--- src/rtl/param_shift_register_file.sv ---
// Register bank with `depth` entries of `width` bits. Supports indexed writes, a shift-in window,
// synchronous clear, two combinational read ports, per-entry valid bits and a flat parallel bus.
module param_shift_register_file #(
    parameter int                unsigned width       = 32,
    parameter int                unsigned depth       = 5,
    parameter int                unsigned addr_width  = 3,
    parameter logic [width-1:0]           reset_value = '0
) (
    input  logic                     clk,
    input  logic                     reset,
    input  logic                     write_enable,
    input  logic [addr_width-1:0]    write_index,
    input  logic [width-1:0]         write_data,
    input  logic                     shift_enable,
    input  logic [width-1:0]         shift_data,
    input  logic                     clear,
    input  logic [addr_width-1:0]    read_index0,
    output logic [width-1:0]         read_data0,
    input  logic [addr_width-1:0]    read_index1,
    output logic [width-1:0]         read_data1,
    output logic [width*depth-1:0]   all_data,
    output logic [depth-1:0]         valid_mask,
    output logic                     full
);

    logic [width-1:0] entries [depth];

    always_ff @(posedge clk) begin
        if (reset || clear) begin
            for (int unsigned i = 0; i < depth; i++) begin
                entries[i] <= reset_value;
            end
            valid_mask <= '0;
        end else if (shift_enable) begin
            // A shift drops any concurrent indexed write entirely.
            for (int unsigned i = 0; i < depth - 1; i++) begin
                entries[i] <= entries[i+1];
            end
            entries[depth-1] <= shift_data;
            valid_mask       <= {1'b1, valid_mask[depth-1:1]};
        end else if (write_enable) begin
            for (int unsigned i = 0; i < depth; i++) begin
                if (write_index == addr_width'(i)) begin
                    entries[i]    <= write_data;
                    valid_mask[i] <= 1'b1;
                end
            end
        end
    end

    // Out-of-range indices match no entry, so both reads fall back to zero.
    always_comb begin
        read_data0 = '0;
        read_data1 = '0;
        for (int unsigned i = 0; i < depth; i++) begin
            if (read_index0 == addr_width'(i)) begin
                read_data0 = entries[i];
            end
            if (read_index1 == addr_width'(i)) begin
                read_data1 = entries[i];
            end
        end
    end

    always_comb begin
        all_data = '0;
        for (int unsigned i = 0; i < depth; i++) begin
            all_data[i*width +: width] = entries[i];
        end
    end

    assign full = &valid_mask;

endmodule

--- config.mk ---
export PLATFORM = sky130hd
export DESIGN_NAME = param_shift_register_file
export DESIGN_NICKNAME = d
export VERILOG_FILES = /design/src/rtl/param_shift_register_file.sv
export SDC_FILE = /design/constraint.sdc
export NUM_CORES = 1
export LEC_CHECK = 0
export CAP_MARGIN = 20
export CORE_UTILIZATION = 50
export DETAILED_ROUTE_END_ITERATION = 8
export PLACE_DENSITY = 0.87
export SLEW_MARGIN = 30
export SYNTH_ARGS = -nofsm -noshare
export SYNTH_HDL_FRONTEND = slang
export SYNTH_SLANG_ARGS = --single-unit
--- constraint.sdc ---
create_clock -name clk -period 7.6 [get_ports clk]
set_input_delay 1.52 -clock clk [delete_from_list [all_inputs] [get_ports clk]]
set_output_delay 1.52 -clock clk [all_outputs]
set_load 0.02 [all_outputs]
==> impl_metrics.toml <==
[run_status]
status = "completed"

[route]
ant_nets = 0
wire_per_inst_um = 25.4
routed_via_density = 6.79
dr.pass1.iters = 6
vias = 8534
drt_first_iter_violations = 938
totalWireLength_um = 31900
remaining_drc_errors = 0

[power]
cellPowerDensity_mw_per_mm2 = 194
p_clk_frac = 0.359
power_switching_uw = 675
p_leak_nw = 4.74
p_sw_frac = 0.270
p_seq_frac = 0.448
power.total_mw = 2.50
combPwrFrac = 0.193
ir_worst_vdd_uv = 157
internal_power_mw = 1.82

[sta]
fin_setup_tns_ps = 0
hold_viol_final = 0
setup_ws_ps = 1760
fin_crit_ps = 5840
fmax_ghz = 0.171
finalClockSkew_ps = 9.14
max_slew_margin = 0.402
min_period_over_period = 0.768
worstMarginPinSlew_ps = 897
rsz0062_at_grt = "no"
slew_violations = 0
finalSetupViolCount = 0

[place]
place.gp.congestion = 0.833
hpwlAfterDp_um = 19900
preCtsSetupSlack_ps = 1890
port_buffers = 307
dp_cells = 1224

[critical_path]
required_ps = 6080
path_max_fanout = 15
cp.arrival_ps = 4320
startpoint_type = "primary input"
crit_type = "in2out"
endpoint_kind = "output pin"

[global_routing]
grt_pass1_wl_um = 46300
gr-total-overflow = 0
first_global_vias = 7889
grt_max_degree = 96
grt_use_total = 0.333
antenna_found_initial = 0

[clock_network]
insertion_delay_ps = 420
clkSinkCount = 165
tritoncts = "built"
numCtsBuffers = 17
ctsResizeCount = 0
ctsHoldBuffers = 0
cts_root_buf = "clkbuf_16"
ctsHtreeMaxLevel = 4
post_cts_buffers = 0
ctsLongestPathBuffers = 2
clkSlewWorstSetupHoldPaths_ps = 60

[yosys]
ys.warnings.count = 0
synth-seq-cells = 165
syn_inst = 757
seq_area_frac_synth = 0.534
synth_fp_nets = 835
synth.distinct_cells = 40
synthesis.area_sq_mm = 0.00918
syn_avg_cell_area_sq_um = 12.1

[floorplan]
die_y_um = 138
core_area_sq_mm = 0.0180
dieWidth_um = 138
die_area_sq_mm = 0.0189
initial_utilization = 0.511
ioPinCount = 308
rows = 49

[layout]
antennaDiodeCount = 0
fill_cells = 1266
final_cell_mix = "304 x clkdlybuf4s50_1, 160 x a22o_1, 160 x edfxtp_1, 59 x nand2_1, 48 x mux2i_1"
utilization = 0.718
layout_commonest_cell = "clkdlybuf4s50_1"
drive_gt1_frac = 0.0905
synthToLayoutAreaGrowth_pct = 40.4
fin_nets = 1093
final_cells = 1257

[job]
maxCapViolations = 0

[hold_path]
hold_class = "reg2reg"
-- state kept, by name, indices dropped and copies added, names as in the netlist --
name and count:
entries 160, valid_mask 5
-- per-stage QoR --
stage	hold WS [ps]	instance area, sq um
5_1_grt	531	12900
2_1_floorplan	538	9180
3_5_place_dp	499	12300
4_1_cts	507	12900
6_report	497	12900
3_3_place_gp	465	12200
-- cell usage after synthesis (all sizes together) --
cell	n	area share
a22oi	24	0.020
nand3	1	0.00054
nand4bb	1	0.0012
nor2	36	0.015
mux2	31	0.038
a31oi	25	0.017
o21a	2	0.0016
mux2i	48	0.052
or4b	1	0.0011
or2	1	0.00068
nand3b	26	0.021
inv	3	0.0012
nand2b	5	0.0034
or3b	1	0.00095
and3	1	0.00068
a221o	8	0.0087
a21oi	1	0.00054
nor3	1	0.0018
nor3b	3	0.0025
or3	1	0.00068
nor4b	1	0.00095
nor2b	3	0.0020
o22ai	2	0.0014
a21boi	1	0.00082
edfxtp	160	0.52
buf	40	0.030
dfxtp	5	0.011
nor4	2	0.0014
o32a	1	0.0011
o221ai	30	0.029
nand4b	1	0.00095
a22o	160	0.15
nand2	61	0.025
and2	1	0.00068
o21ai	29	0.016
clkbuf	40	0.016
-- final cells by class --
cell class | count | area, sq um | area share
Clock inverter | 14 | 184 | 0.0143
Clock buffer | 18 | 429 | 0.0333
Multi-Input combinational cell | 509 | 3910 | 0.303
Timing Repair Buffer | 319 | 3170 | 0.246
Tap cell | 229 | 287 | 0.0222
Inverter | 3 | 11.3 | 0.000873
Sequential cell | 165 | 4900 | 0.380
-- final timing paths --
kind	endpoint	slack (ps)	start	cells past startpoint
max	read_data1[14]	1760	read_index1[1]	6
min	valid_mask[0]	500	valid_mask[1]	2
max reg2reg	entries[0][111]	6610	entries[0][143]	1
min reg2reg	valid_mask[0]	500	valid_mask[1]	2
-- power groups by stage --
stage               registers [mW]  logic [mW]  clock network [mW]
finish                        1.12       0.481               0.897
global route                  1.12       0.502               0.930
CTS                           1.12       0.477               0.896
detailed placement            1.14       0.475                   0
global placement              1.13       0.468                   0
floorplan                     1.18       0.166                   0
-- per-layer routing --
metal | vias up | wire length (um) | track usage
met5 | - | 0 | 0
met4 | 0 | 981 | 0.142
met3 | 87 | 3450 | 0.0563
met2 | 654 | 15400 | 0.541
met1 | 4202 | 12000 | 0.440
li1 | 3591 | - | -
-- kinds of logic after synthesis --
logic type             Yosys count  share of synthesized area
AOI/OAI and AO/OA              283                      0.248
muxes                           79                     0.0903
buffers and inverters           83                     0.0474
DFF                            165                      0.534
and+or+nand+nor                147                     0.0804
-- worst max-delay path, stage by stage --
cell and delay [ps]:
clkdlybuf4s50_1 690, nor2b_2 620, buf_4 390, a22oi_1 130, o221ai_1 280, clkdlybuf4s50_1 670
Note: power is estimated with default switching activity, not from simulation.
